`src/rtl/bs_pkg.sv`:
```
// rtl/bs_pkg.sv - shared widths, entry type, flag codes and FSM states for carry_bitstream_unpacker
package bs_pkg;

    localparam int BS_BITSTREAM_WIDTH = 8;
    localparam int BS_FLAG_WIDTH      = 3;

    typedef logic [BS_BITSTREAM_WIDTH-1:0] bs_byte_t;
    typedef logic [BS_FLAG_WIDTH-1:0]      bs_flag_t;

    localparam bs_flag_t FLAG_NONE      = bs_flag_t'(0);
    localparam bs_flag_t FLAG_1B        = bs_flag_t'(1);
    localparam bs_flag_t FLAG_2B        = bs_flag_t'(2);
    localparam bs_flag_t FLAG_3B        = bs_flag_t'(3);
    localparam bs_flag_t FLAG_4B        = bs_flag_t'(4);
    localparam bs_flag_t FLAG_RUN       = bs_flag_t'(5);
    localparam bs_flag_t FLAG_RUN_B4    = bs_flag_t'(6);
    localparam bs_flag_t FLAG_RUN_B4_B5 = bs_flag_t'(7);

    typedef struct packed {
        bs_flag_t flag;
        bs_byte_t bit1;
        bs_byte_t bit2;
        bs_byte_t bit3;
        bs_byte_t bit4;
        bs_byte_t bit5;
        logic     last;
    } bs_entry_t;

    typedef enum logic [2:0] {
        IDLE,
        EMIT_B1,
        EMIT_RUN,
        EMIT_B4,
        EMIT_B5,
        EMIT_SEQ
    } bs_state_t;

endpackage

```
`src/rtl/carry_bitstream_unpacker_if.sv`:
```
// rtl/carry_bitstream_unpacker_if.sv - serialized byte stream with valid/ready handshake
interface carry_bitstream_unpacker_if;
    import bs_pkg::*;

    logic [BS_BITSTREAM_WIDTH-1:0] out_byte;
    logic                          out_valid;
    logic                          out_ready;
    logic                          out_last;

    modport master (output out_byte, output out_valid, output out_last, input out_ready);
    modport slave  (input out_byte, input out_valid, input out_last, output out_ready);
endinterface

```
`src/rtl/bs_entry_fifo.sv`:
```
// rtl/bs_entry_fifo.sv - synchronous FIFO of bs_entry_t, first-word visible on dout
module bs_entry_fifo
    import bs_pkg::*;
#(
    parameter int DEPTH = 8,
    parameter int PTR_W = 3
) (
    input  logic      clk,
    input  logic      rst_n,
    input  logic      push,
    input  bs_entry_t din,
    input  logic      pop,
    output bs_entry_t dout,
    output logic      full,
    output logic      empty
);

    bs_entry_t        mem_q [DEPTH];
    logic [PTR_W-1:0] wr_ptr_q, wr_ptr_d;
    logic [PTR_W-1:0] rd_ptr_q, rd_ptr_d;
    logic [PTR_W:0]   count_q, count_d;

    always_comb begin
        wr_ptr_d = wr_ptr_q + PTR_W'(push);
        rd_ptr_d = rd_ptr_q + PTR_W'(pop);
        count_d  = count_q + (PTR_W+1)'(push) - (PTR_W+1)'(pop);
    end

    always_ff @(posedge clk or negedge rst_n) begin
        if (!rst_n) begin
            wr_ptr_q <= '0;
            rd_ptr_q <= '0;
            count_q  <= '0;
        end else begin
            wr_ptr_q <= wr_ptr_d;
            rd_ptr_q <= rd_ptr_d;
            count_q  <= count_d;
        end
    end

    // Storage needs no reset; occupancy is tracked by count_q alone.
    always_ff @(posedge clk) begin
        if (push) begin
            mem_q[wr_ptr_q] <= din;
        end
    end

    assign dout  = mem_q[rd_ptr_q];
    assign full  = (count_q == (PTR_W+1)'(DEPTH));
    assign empty = (count_q == '0);

endmodule

```
`src/rtl/carry_bitstream_unpacker.sv`:
```
// rtl/carry_bitstream_unpacker.sv - expands stage_4 flag entries into a byte stream; BS_BYTE_COUNT_EN adds out_byte_count
module carry_bitstream_unpacker
    import bs_pkg::*;
#(
    parameter int BS_FIFO_DEPTH = 8,
    parameter int BS_PTR_WIDTH  = 3
) (
    input  logic                          bs_clk,
    input  logic                          bs_reset,
    input  logic [BS_BITSTREAM_WIDTH-1:0] in_carry_bit_1,
    input  logic [BS_BITSTREAM_WIDTH-1:0] in_carry_bit_2,
    input  logic [BS_BITSTREAM_WIDTH-1:0] in_carry_bit_3,
    input  logic [BS_BITSTREAM_WIDTH-1:0] in_carry_bit_4,
    input  logic [BS_BITSTREAM_WIDTH-1:0] in_carry_bit_5,
    input  logic [BS_FLAG_WIDTH-1:0]      in_carry_flag,
    input  logic                          in_flag_last,
    carry_bitstream_unpacker_if.master    out_if,
    output logic                          out_overflow
`ifdef BS_BYTE_COUNT_EN
    ,
    output logic [31:0]                   out_byte_count
`endif
);

    bs_entry_t in_entry, fifo_head, src_entry;
    bs_entry_t hold_q, hold_d, nhold;
    bs_state_t state_q, state_d, nstate;
    bs_flag_t  idx_q, idx_d, nidx;
    bs_byte_t  run_q, run_d, nrun;
    bs_byte_t  out_byte_q, out_byte_d, nbyte;
    logic      out_valid_q, out_valid_d;
    logic      out_last_q, out_last_d;
    logic      overflow_q, overflow_d;
    logic      fifo_full, fifo_empty, fifo_push, fifo_pop;
    logic      in_valid, xfer, advance, take, nfinal;

    assign in_entry = '{flag: in_carry_flag, bit1: in_carry_bit_1, bit2: in_carry_bit_2,
                        bit3: in_carry_bit_3, bit4: in_carry_bit_4, bit5: in_carry_bit_5,
                        last: in_flag_last};
    assign in_valid  = (in_carry_flag != FLAG_NONE);
    assign xfer      = out_valid_q && out_if.out_ready;
    assign advance   = (state_q == IDLE) || xfer;
    // An empty FIFO lets the live input bypass straight into the holding register.
    assign src_entry = fifo_empty ? in_entry : fifo_head;

    always_comb begin
        nstate = IDLE;
        nidx   = idx_q;
        nrun   = run_q;
        nhold  = hold_q;
        take   = 1'b0;
        case (state_q)
            EMIT_B1: begin
                if (hold_q.flag inside {FLAG_2B, FLAG_3B, FLAG_4B}) begin
                    nstate = EMIT_SEQ;
                    nidx   = FLAG_2B;
                end else if (hold_q.flag >= FLAG_RUN) begin
                    if (hold_q.bit3 != '0) begin
                        nstate = EMIT_RUN;
                        nrun   = hold_q.bit3;
                    end else if (hold_q.flag != FLAG_RUN) begin
                        nstate = EMIT_B4;
                    end
                end
            end
            EMIT_SEQ: begin
                if (idx_q < hold_q.flag) begin
                    nstate = EMIT_SEQ;
                    nidx   = idx_q + 1'b1;
                end
            end
            EMIT_RUN: begin
                if (run_q > 8'd1) begin
                    nstate = EMIT_RUN;
                    nrun   = run_q - 8'd1;
                end else if (hold_q.flag != FLAG_RUN) begin
                    nstate = EMIT_B4;
                end
            end
            EMIT_B4: begin
                if (hold_q.flag == FLAG_RUN_B4_B5) begin
                    nstate = EMIT_B5;
                end
            end
            default: nstate = IDLE;
        endcase

        if (advance && (nstate == IDLE) && (in_valid || !fifo_empty)) begin
            take   = 1'b1;
            nhold  = src_entry;
            nstate = (src_entry.flag == FLAG_NONE) ? IDLE : EMIT_B1;
        end

        nbyte  = '0;
        nfinal = 1'b0;
        case (nstate)
            EMIT_B1: begin
                nbyte  = nhold.bit1;
                nfinal = (nhold.flag == FLAG_1B) || ((nhold.flag == FLAG_RUN) && (nhold.bit3 == '0));
            end
            EMIT_SEQ: begin
                nbyte  = (nidx == FLAG_2B) ? nhold.bit2 : (nidx == FLAG_3B) ? nhold.bit3 : nhold.bit4;
                nfinal = (nidx == nhold.flag);
            end
            EMIT_RUN: begin
                nbyte  = nhold.bit2;
                nfinal = (nrun == 8'd1) && (nhold.flag == FLAG_RUN);
            end
            EMIT_B4: begin
                nbyte  = nhold.bit4;
                nfinal = (nhold.flag == FLAG_RUN_B4);
            end
            EMIT_B5: begin
                nbyte  = nhold.bit5;
                nfinal = 1'b1;
            end
            default: begin
                nbyte  = '0;
                nfinal = 1'b0;
            end
        endcase

        state_d     = state_q;
        idx_d       = idx_q;
        run_d       = run_q;
        hold_d      = hold_q;
        out_byte_d  = out_byte_q;
        out_valid_d = out_valid_q;
        out_last_d  = out_last_q;
        if (advance) begin
            state_d     = nstate;
            idx_d       = nidx;
            run_d       = nrun;
            hold_d      = nhold;
            out_byte_d  = nbyte;
            out_valid_d = (nstate != IDLE);
            out_last_d  = nfinal && nhold.last;
        end
    end

    always_comb begin
        fifo_pop   = take && !fifo_empty;
        fifo_push  = in_valid && !(take && fifo_empty) && (!fifo_full || fifo_pop);
        overflow_d = overflow_q || (in_valid && fifo_full && !fifo_pop);
    end

    bs_entry_fifo #(
        .DEPTH (BS_FIFO_DEPTH),
        .PTR_W (BS_PTR_WIDTH)
    ) u_fifo (
        .clk   (bs_clk),
        .rst_n (bs_reset),
        .push  (fifo_push),
        .din   (in_entry),
        .pop   (fifo_pop),
        .dout  (fifo_head),
        .full  (fifo_full),
        .empty (fifo_empty)
    );

    always_ff @(posedge bs_clk or negedge bs_reset) begin
        if (!bs_reset) begin
            state_q     <= IDLE;
            idx_q       <= '0;
            run_q       <= '0;
            hold_q      <= '0;
            out_byte_q  <= '0;
            out_valid_q <= 1'b0;
            out_last_q  <= 1'b0;
            overflow_q  <= 1'b0;
        end else begin
            state_q     <= state_d;
            idx_q       <= idx_d;
            run_q       <= run_d;
            hold_q      <= hold_d;
            out_byte_q  <= out_byte_d;
            out_valid_q <= out_valid_d;
            out_last_q  <= out_last_d;
            overflow_q  <= overflow_d;
        end
    end

    assign out_if.out_byte  = out_byte_q;
    assign out_if.out_valid = out_valid_q;
    assign out_if.out_last  = out_last_q;
    assign out_overflow     = overflow_q;

`ifdef BS_BYTE_COUNT_EN
    logic [31:0] byte_count_q, byte_count_d;
    logic        count_clr_q, count_clr_d;

    always_comb begin
        count_clr_d  = xfer && out_last_q;
        byte_count_d = (count_clr_q ? 32'd0 : byte_count_q) + {31'd0, xfer};
    end

    always_ff @(posedge bs_clk or negedge bs_reset) begin
        if (!bs_reset) begin
            byte_count_q <= '0;
            count_clr_q  <= 1'b0;
        end else begin
            byte_count_q <= byte_count_d;
            count_clr_q  <= count_clr_d;
        end
    end

    assign out_byte_count = byte_count_q;
`endif

endmodule

```
`src/flat_wrapper.sv`:
```
// flat-port wrapper written by rule: the top's interface ports become plain ports
module carry_bitstream_unpacker_flat import bs_pkg::*;
#(
    parameter int BS_FIFO_DEPTH = 8,
    parameter int BS_PTR_WIDTH  = 3
)
  (bs_clk, bs_reset, in_carry_bit_1, in_carry_bit_2, in_carry_bit_3, in_carry_bit_4, in_carry_bit_5, in_carry_flag, in_flag_last, out_overflow, out_if_out_byte, out_if_out_valid, out_if_out_last, out_if_out_ready);
  carry_bitstream_unpacker_if out_if_i ();
  input  logic bs_clk;
  input  logic bs_reset;
  input  logic [BS_BITSTREAM_WIDTH-1:0] in_carry_bit_1;
  input  logic [BS_BITSTREAM_WIDTH-1:0] in_carry_bit_2;
  input  logic [BS_BITSTREAM_WIDTH-1:0] in_carry_bit_3;
  input  logic [BS_BITSTREAM_WIDTH-1:0] in_carry_bit_4;
  input  logic [BS_BITSTREAM_WIDTH-1:0] in_carry_bit_5;
  input  logic [BS_FLAG_WIDTH-1:0] in_carry_flag;
  input  logic in_flag_last;
  output logic out_overflow;
  output wire logic [$bits(out_if_i.out_byte)-1:0] out_if_out_byte;
  output wire logic [$bits(out_if_i.out_valid)-1:0] out_if_out_valid;
  output wire logic [$bits(out_if_i.out_last)-1:0] out_if_out_last;
  input wire logic [$bits(out_if_i.out_ready)-1:0] out_if_out_ready;
  assign out_if_out_byte = out_if_i.out_byte;
  assign out_if_out_valid = out_if_i.out_valid;
  assign out_if_out_last = out_if_i.out_last;
  assign out_if_i.out_ready = out_if_out_ready;
  carry_bitstream_unpacker #(.BS_FIFO_DEPTH(BS_FIFO_DEPTH), .BS_PTR_WIDTH(BS_PTR_WIDTH)) u_core (.bs_clk(bs_clk), .bs_reset(bs_reset), .in_carry_bit_1(in_carry_bit_1), .in_carry_bit_2(in_carry_bit_2), .in_carry_bit_3(in_carry_bit_3), .in_carry_bit_4(in_carry_bit_4), .in_carry_bit_5(in_carry_bit_5), .in_carry_flag(in_carry_flag), .in_flag_last(in_flag_last), .out_if(out_if_i), .out_overflow(out_overflow));
endmodule
```
`config.mk`:
```
export PLATFORM = sky130hd
export DESIGN_NAME = carry_bitstream_unpacker_flat
export DESIGN_NICKNAME = d
export VERILOG_FILES = /design/src/rtl/bs_pkg.sv /design/src/rtl/carry_bitstream_unpacker_if.sv /design/src/rtl/bs_entry_fifo.sv /design/src/rtl/carry_bitstream_unpacker.sv /design/src/flat_wrapper.sv
export SDC_FILE = /design/constraint.sdc
export NUM_CORES = 1
export LEC_CHECK = 0
export CAP_MARGIN = 15
export CELL_PAD_IN_SITES_DETAIL_PLACEMENT = 2
export CELL_PAD_IN_SITES_GLOBAL_PLACEMENT = 2
export CORE_MARGIN = 2
export CORE_UTILIZATION = 25
export CTS_CLUSTER_DIAMETER = 40
export DETAILED_ROUTE_END_ITERATION = 8
export GPL_TIMING_DRIVEN = 1
export PLACE_DENSITY_LB_ADDON = 0.05
export SLEW_MARGIN = 25
export SYNTH_ARGS = -nofsm -noshare
export SYNTH_HDL_FRONTEND = slang
export SYNTH_SLANG_ARGS = --single-unit
export TNS_END_PERCENT = 10
```
`constraint.sdc`:
```
create_clock -name bs_clk -period 10.8 [get_ports bs_clk]
set_clock_uncertainty 0.1 [all_clocks]
set_input_delay 2.16 -clock bs_clk [delete_from_list [all_inputs] [get_ports bs_clk]]
set_output_delay 2.16 -clock bs_clk [all_outputs]
set_load 0.01 [all_outputs]
```
* Yosys cells after proc, flatten, opt, wreduce, memory -nomap -nowiden *
Memory sizes are Yosys's and may differ from the RTL's.
Cells that the tools add are included.

word-level totals
  bits in registers = 79
  RAM bits = 352
  bits of input ports = 47
  memories kept = 1

cells by class
  add/subtract/negate cells = 6
  $lt $le $gt $ge = 3
  equality and inequality tests = 22
  mux-type cells = 27
  reduce and logical (&&, ||, !) cells = 30

memories
  name                 depth  width  rd ports  clocked after Yosys merged registers in  wr ports  line                 text
  u_core.u_fifo.mem_q  8      44     1         0                                        1         bs_entry_fifo.sv:18  bs_entry_t mem_q [DEPTH];

operators by type and width
  cell                                                                              count
  44-bit 2-to-1 mux                                                                 2
  8-bit 2-to-1 mux                                                                  6
  8-bit case mux with 5 select lines                                                1
  3-bit 2-to-1 mux                                                                  9
  3-bit by 2-bit == test with 1-bit output (second input constant)                  8
  3-bit == test (second input constant)                                             7
  8-bit case mux with 2 select lines                                                1
  1-bit logical AND                                                                 12
  3-bit case mux with 4 select lines                                                1
  3-bit by 1-bit == test with 1-bit output (second input constant)                  3
  3-bit logical NOT                                                                 3
  3-bit nonzero test                                                                3
  8-bit by 1-bit == test with 1-bit output (second input constant)                  1
  8-bit by 1-bit greater-than comparator with 1-bit output (second input constant)  1
  8-bit logical NOT                                                                 1
  8-bit nonzero test                                                                1
  8-bit by 1-bit subtractor with 8-bit output (second input constant)               1
  3-bit by 1-bit adder with 3-bit output                                            2
  3-bit case mux with 2 select lines                                                1
  1-bit logical OR                                                                  5
  1-bit case mux with 5 select lines                                                1
  4-bit by 1-bit adder with 4-bit output                                            1
  4-bit == test (second input constant)                                             1
  1-bit logical NOT                                                                 4
  9 further kinds                                                                   12

* Logic depth before layout (Yosys ltp) *
Gate-level depths: netlist of run 1.

  word-level depth = 16
  mapped depth = 15
  gate-level depth less buffers = 14

* By module *
Synthesis of run 1 repeated with hierarchy kept, for this count alone.

unflattened totals
  cells, all modules = 1024
  area total of the unflattened synthesis = 17976.0 um^2

by module, submodules not included
  module                    times used  cells an instance  area an instance (um^2)  seq. area each (um^2)
  bs_entry_fifo             1           557                13792.0                  10820.4
  carry_bitstream_unpacker  1           467                4184.0                   1701.6

* Least setup slack after synthesis of run 1 *
No wires, ideal clock.

  path kind = input to register
  start = in out_if_out_ready
  end = mem u_core.u_fifo.mem_q[2][0] in the netlist's numbering, enable pin
  data arrival time = 7.662 ns
  data required time = 10.130 ns
  setup slack = 2.468 ns
  stages = 6
  buffers on the path = 0
  cell sequence = nand2_1 o31ai_1 nand3_1 mux2i_1 o31ai_1 nor4b_1

between the ends
  word-level cells in the longest chain between the ends = 11

RTL lines
  item                                        line                             text
  from (decl)                                 flat_wrapper.sv:22               input wire logic [$bits(out_if_i.out_ready)-1:0] out_if_out_ready;
  1-bit logical AND (*)                       carry_bitstream_unpacker.sv:41   assign xfer = out_valid_q && out_if.out_ready;
  1-bit logical OR (*)                        carry_bitstream_unpacker.sv:42   assign advance = (state_q == IDLE) || xfer;
  1-bit logical AND (*) (2 in a row)          carry_bitstream_unpacker.sv:88   if (advance && (nstate == IDLE) && (in_valid || !fifo_empty)) begin
  1-bit 2-to-1 mux (*)                        carry_bitstream_unpacker.sv:88
  1-bit logical AND                           carry_bitstream_unpacker.sv:143  fifo_push = in_valid && !(take && fifo_empty) && (!fifo_full || fifo_pop);
  1-bit logical NOT                           carry_bitstream_unpacker.sv:143
  1-bit logical AND                           carry_bitstream_unpacker.sv:143
  1-bit logical AND (*)                       carry_bitstream_unpacker.sv:143
  1-bit 2-to-1 mux (*)                        bs_entry_fifo.sv:43              if (push) begin
  1-bit 2-to-1 mux (implied by the code) (*)  bs_entry_fifo.sv:44              mem_q[wr_ptr_q] <= din;
  to (decl)                                   bs_entry_fifo.sv:18

Mark *: on every way between the ends. The rest lies on a longest branch, timed or not.

* Worst setup path after layout of run 1 *
  start = in out_if_out_ready
  end = mem u_core.u_fifo.mem_q[7][26] in the netlist's numbering, enable pin

Same word-level chain as after synthesis.

==> results of run 1 <==
[metal layers]
metal  wire length [um]  global-route usage (%)
met1              25100                    20.2
met5                  0                       0
met3               2080                    3.27
met2              26100                    24.1
met4               1510                    4.97
[worst paths after layout]
check | depth (start not counted) | end
worst max-delay path | 12 | u_core.u_fifo.mem_q[7][26]$_DFFE_PP_
worst min-delay path | 1 | u_core.hold_q[40]$_DFFE_PN0P_
worst max register to register | 11 | u_core.u_fifo.mem_q[7][26]$_DFFE_PP_
worst min register to register | 1 | u_core.hold_q[40]$_DFFE_PN0P_
max in group asynchronous | 2 | u_core.u_fifo.rd_ptr_q[0]$_DFF_PN0_
min in group asynchronous | 1 | u_core.hold_q[27]$_DFFE_PN0P_
[sequential cells by signal (all words and copies together) (netlist names)]
signal and cells:
u_core.u_fifo.mem_q 352, u_core.run_q 8, u_core.u_fifo.count_q 4, u_core.out_if.out_valid 1
u_core.u_fifo.wr_ptr_q 3, u_core.hold_q 44, u_core.out_overflow 1, u_core.idx_q 3
u_core.out_if.out_last 1, u_core.u_fifo.rd_ptr_q 3, u_core.state_q 3, u_core.out_if.out_byte 8
[placed cells by master (no fill, tap or decap), types with 8 or more instances in the layout]
| cell type | n |
|---|---|
| clkdlybuf4s50_1 | 56 |
| clkinvlp_4 | 8 |
| nand2_1 | 74 |
| clkbuf_16 | 95 |
| a31oi_1 | 8 |
| dfrtp_1 | 76 |
| ha_1 | 15 |
| mux4_2 | 86 |
| inv_1 | 19 |
| o31a_1 | 8 |
| clkinv_2 | 19 |
| bufinv_16 | 14 |
| nand3_1 | 11 |
| a21oi_1 | 28 |
| clkinv_1 | 11 |
| mux2_2 | 21 |
| o211ai_1 | 8 |
| clkbuf_1 | 9 |
| edfxtp_1 | 352 |
| nor2_1 | 49 |
| nand2b_1 | 9 |
| buf_4 | 30 |
| and3_1 | 8 |
| mux2i_1 | 53 |
| o21ai_0 | 45 |
[power breakdown]
| group | switching, W | internal, W |
|---|---|---|
| Combinational | 0.00158 | 0.00103 |
| Clock | 0.000990 | 0.00197 |
| Sequential | 0.000294 | 0.00234 |
[layout make-up]
cell class                      count  area, sq um
Tap cell                          950         1190
Antenna cell                        1         2.50
Timing Repair Buffer               86          786
Inverter                           19         71.3
Multi-Input combinational cell    553         5200
Clock buffer                      106         2440
Clock inverter                     70          883
Fill cell                        7197        48200
Sequential cell                   431        12600
[per-stage QoR]
stage / area (sq um) / power (W) / cells / hold WS (ns)
2_1_floorplan: 18000 / 0.00429 / 1062 / 0.350
3_3_place_gp: 19800 / 0.00536 / 2039 / 0.373
3_5_place_dp: 19800 / 0.00539 / 2039 / 0.378
4_1_cts: 23100 / 0.00842 / 2215 / 0.400
5_1_grt: 23100 / 0.00872 / 2215 / 0.419
6_report: 23100 / 0.00821 / 2216 / 0.398
[kinds of logic (layout without fill, tap and decap cells)]
kind of cell	Yosys count	count (layout)	synth area share, %
xor gates and xnor gates	6	6	0.292
other	0	1	0
muxes	161	161	15.1
buffers and inverters	78	281	1.87
and+or+nand+nor	206	206	5.66
adders and majority gates	16	16	1.15
DFF	431	431	69.7
AOI/OAI and AO/OA	164	164	6.25
==> key figures, run 1 <==
STA
  • Worst setup margin: 5.58 ns
  • Final hold viol count: 0
  • Slew margin rel.: 34.8%
  • Worst-Margin Slew: 0.975 ns
  • Max-slew violations: 0
  • Setup violators final: 0
  • Unrepaired setup endpoints after global routing: no
  • Total Negative Setup Slacks: 0 ns
  • Final min period: 5.22 ns
  • Final worst-path cycle share: 48.4%
  • Fmax achieved: between 150 and 200 MHz

Placed design
  • Worst slack, placed: 4.88 ns
  • Placer Congestion: 0.712
  • Final HPWL DP: 33100 um
  • Port Buffers: 57

Global routing
  • Largest net degree at the start of global routing: 61
  • Total Routing Usage GR: between 15 and 20%
  • Gr ovfl total: 0
  • Initial antenna violation count: 0
  • Vias in the first global route: between 10000 and 15000
  • Global-route wire length before repair: 81400 um

Setup path
  • Worst Path Arrival: 5.36 ns
  • R2R Setup Slk: 5.88 ns
  • Startpoint class of the critical path: input port
  • Worst path slowest cell: buf_4
  • Crit path buf inv count: 5
  • Reg2reg start: u_core.state_q[0]$_DFFE_PN0P_
  • CP Capture Type: flop
  • Critical Path Most Common Cell: buf_4
  • Crit-path cells: clkdlybuf4s50_1 -> nand2_1 -> o31ai_4 -> buf_4 -> nand3_1 -> mux2i_1 -> o31ai_1 -> buf_4 -> inv_1 -> nand2_1 -> nor2_4 -> buf_4
  • Worst setup path startpoint: out_if_out_ready
  • CP max stage delay: around 0.62 ns
  • Worst-path fanout max: 32
  • Crit Path Class: in -> reg
  • Req. time, crit path: 10.94 ns
  • CP top delay family: buffers and inverters

Clock tree
  • Deepest clock path buffer count: 3
  • CTS tree: done
  • CTS buffer count: 94
  • Clock sink total: 431
  • Clk_lat worst skew: 0.65 ns
  • Clock Pin Slew Worst Setup and Hold Paths: 0.05 ns
  • Clk root buf: clkbuf_16
  • Setup Buffers After CTS: 0
  • Post-CTS Resized: 0
  • H-tree level count: 3
  • Hold Buf Count CTS: 0

Run status
  • Status: completed

Synth
  • Most frequent cell after synthesis: edfxtp_1
  • Sequential-to-total area share from yosys stat: 69.7%
  • Syn nets: 1125
  • Cell Area, Synth: 0.0180 sq mm
  • Synth async-reset ratio: 18.3%
  • Syn Inst Count: 1062
  • Ranking of synthesized cells by area: edfxtp_1 59%, dfrtp_1 11%, mux4_2 11%
  • Synth warn: 0
  • Biggest area consumer among synthesized cells: edfxtp_1
  • Ys flop type: edfxtp_1
  • EDFF count, synth: between 300 and 400
  • Proportion of netlist area held by the largest area contributor: 58.7%
  • Top post-synthesis cells by count: 352 x edfxtp_1, 86 x mux4_2, 79 x dfrtp_1
  • Synthesized area per cell: 17.0 sq um
  • Synth cell types: 71
  • Yosys reg bits: 431

Drt
  • Routed vias/inst: around 4.6
  • Total number of vias: 10200
  • Iteration-0 DRC Markers: about 500
  • Total Routed Length: approximately 55000 um
  • Drt drc: 0
  • Post-DRT Antenna Nets: 0
  • Post-detailed-route wirelength per cell: ~25 um
  • Pre-Repair DR Iteration Count: 5

Power
  • Total leakage power: around 8.0 nW
  • Power density over cell area: ~350 mW/mm^2
  • Maximum VDD drop: about 0.14 mV

Floorplanning
  • Die W: 272 um
  • Initial Utilization: approximately a quarter
  • Die area: 0.0742 sq mm
  • Die Y: 272 um
  • Std-Cell Rows: 98
  • Core area: 0.0714 sq mm
  • # IOs: 58

Cells and area
  • Share of layout cells above drive strength 1: 25.2%
  • Final nets: approximately 1200
  • Util after Layout: 32.4%
  • Area Growth Syn to Fin: 28.4%

Hold path
  • Hold_sp: u_core.hold_q[40]$_DFFE_PN0P_
  • Worst min path class: reg -> reg

Job
  • Max cap viols: 0
No activity file was read; power rests on OpenSTA's default activity.
==> inputs of run 2 (changes only) <==
- clock period: 10.8 -> 4.4 ns (I/O delays scaled with it)
==> key figures, run 2 (same netlist as run 1, synthesis figures left out) <==
Global routing
  • Initial antenna violation count: 0
  • Vias in the first global route: 11600
  • Total Routing Usage GR: 15.2%
  • Global-route wire length before repair: 82500 um
  • Gr ovfl total: 0
  • Largest net degree at the start of global routing: 46

Clock tree
  • Setup Buffers After CTS: 0
  • Clock sink total: 431
  • Deepest clock path buffer count: 3
  • Clk_lat worst skew: roughly 0.64 ns
  • H-tree level count: 3
  • CTS buffer count: 90
  • Clk root buf: clkbuf_16
  • Clock Pin Slew Worst Setup and Hold Paths: roughly 0.05 ns
  • Post-CTS Resized: 0
  • CTS tree: done
  • Hold Buf Count CTS: 0

Setup path
  • Startpoint class of the critical path: flop
  • CP Capture Type: flop
  • Req. time, crit path: 4.82 ns
  • Worst Path Arrival: 4.43 ns
  • Worst-path fanout max: 6
  • Crit Path Class: reg -> reg

Cells and area
  • Biggest regs: u_core.u_fifo.mem_q x352, u_core.hold_q x44
  • Max reg flops: 352
  • Commonest non-fill, non-tap cell in the layout: edfxtp_1
  • Fin area: 0.0233 sq mm
  • Util after Layout: around a third
  • Area Growth Syn to Fin: 29.6%
  • Largest Register: u_core.u_fifo.mem_q
  • Number of diodes: 0
  • Most frequent cells in the layout: 352 x edfxtp_1, 90 x clkbuf_16, 86 x mux4_2, 76 x dfrtp_1, 74 x nand2_1
  • Finished Layout Cells: 2236
  • Share of layout cells above drive strength 1: 26.3%
  • Final nets: 1272

STA
  • Unrepaired setup endpoints after global routing: no
  • Final min period: 4.01 ns
  • Slew margin rel.: 33.5%
  • Final hold viol count: 0
  • Final worst-path cycle share: 91.0%
  • Setup violators final: 0
  • Worst-Margin Slew: 0.987 ns
  • Hold slack: about 0.098 ns
  • Total Negative Setup Slacks: 0 ns
  • Fmax achieved: 250 MHz
  • Max-slew violations: 0

Drt
  • Iteration-0 DRC Markers: approximately 460
  • Post-DRT Antenna Nets: 0
  • Total number of vias: around 10000
  • Drt drc: 0
  • Pre-Repair DR Iteration Count: 6
  • Routed vias/inst: approximately 4.6
  • Total Routed Length: 55000 um
  • Post-detailed-route wirelength per cell: 24.6 um

Run status
  • Status: completed

Placed design
  • Placed instance area: 0.0202 sq mm
  • Final HPWL DP: 34800 um
  • Port Buffers: between 50 and 60
  • Placed cells: 2067
  • Placer Congestion: ~0.7

Floorplanning
  • Die area: 0.0742 sq mm
  • Die Y: 272 um
  • Core area: 0.0714 sq mm
  • Die W: around 270 um
  • # IOs: 58
  • Std-Cell Rows: 98
  • Initial Utilization: 25.2%

Power
  • Power density over cell area: 860 mW/mm^2
  • Total leakage power: about 8.1 nW
  • Maximum VDD drop: 0.434 mV

Hold path
  • Worst min path class: in -> async

Job
  • Max cap viols: 0
## run 2: final cells by class
cell class                 count  area [sq um]
fill                        7170         48000
tap                          950          1190
sequential                   431         12600
timing repair buffer         114          1160
inverter                      19          71.3
clock inverter                71           827
clock buffer                  98          2280
multi-input combinational    553          5250
## run 2: power breakdown
| group | leakage (nW) | internal (W) | switching [W] |
|---|---|---|---|
| clock network | 1.46 | 0.00444 | 0.00241 |
| registers | 4.16 | 0.00572 | 0.000744 |
| logic | 2.46 | 0.00280 | 0.00396 |
## run 2: final timing paths
check	slack (ns)	cells past startpoint	endpoint	start
worst max-delay path	0.39	12	u_core.u_fifo.count_q[3]$_DFF_PN0_	u_core.hold_q[22]$_DFFE_PN0P_
worst min-delay path	0.1	1	u_core.hold_q[26]$_DFFE_PN0P_	bs_reset
worst max register to register	0.39	12	u_core.u_fifo.count_q[3]$_DFF_PN0_	u_core.hold_q[22]$_DFFE_PN0P_
worst min register to register	0.39	2	u_core.hold_q[6]$_DFFE_PN0P_	u_core.hold_q[6]$_DFFE_PN0P_
max in group asynchronous	3.30	2	u_core.hold_q[34]$_DFFE_PN0P_	bs_reset
min in group bs_clk	0.39	2	u_core.hold_q[6]$_DFFE_PN0P_	u_core.hold_q[6]$_DFFE_PN0P_
## run 2: worst max-delay path, stage by stage, from the launching register on
cell       delay (ns)
dfrtp_1          0.42
nor4_1           0.65
nand3_1          0.25
a2bb2oi_2        0.21
nand3_1          0.18
mux2i_1          0.17
o31ai_2          0.78
ha_1             0.27
inv_1            0.07
ha_1             0.27
a21o_1           0.18
a21oi_1          0.19
xor2_1           0.17
## run 2: stage by stage
stage / power, W / worst slack, ns
floorplan: 0.0105 / -0.847
global placement: 0.0135 / 0.357
detailed placement: 0.0136 / 0.317
CTS: 0.0206 / 0.361
global route: 0.0213 / 0.0866
finish: 0.0201 / 0.395
## run 2: metal layers
metal	track usage [%]	wire [um]
met1	20.9	25600
met5	0	0
met4	5.64	1870
met2	23.9	25500
met3	3.07	1950
==> inputs of run 3 (changes only) <==
- CAP_MARGIN: 15 -> 20
==> results of run 3 <==
No change in the layout: final DEF, timing and power equal those of run 2.
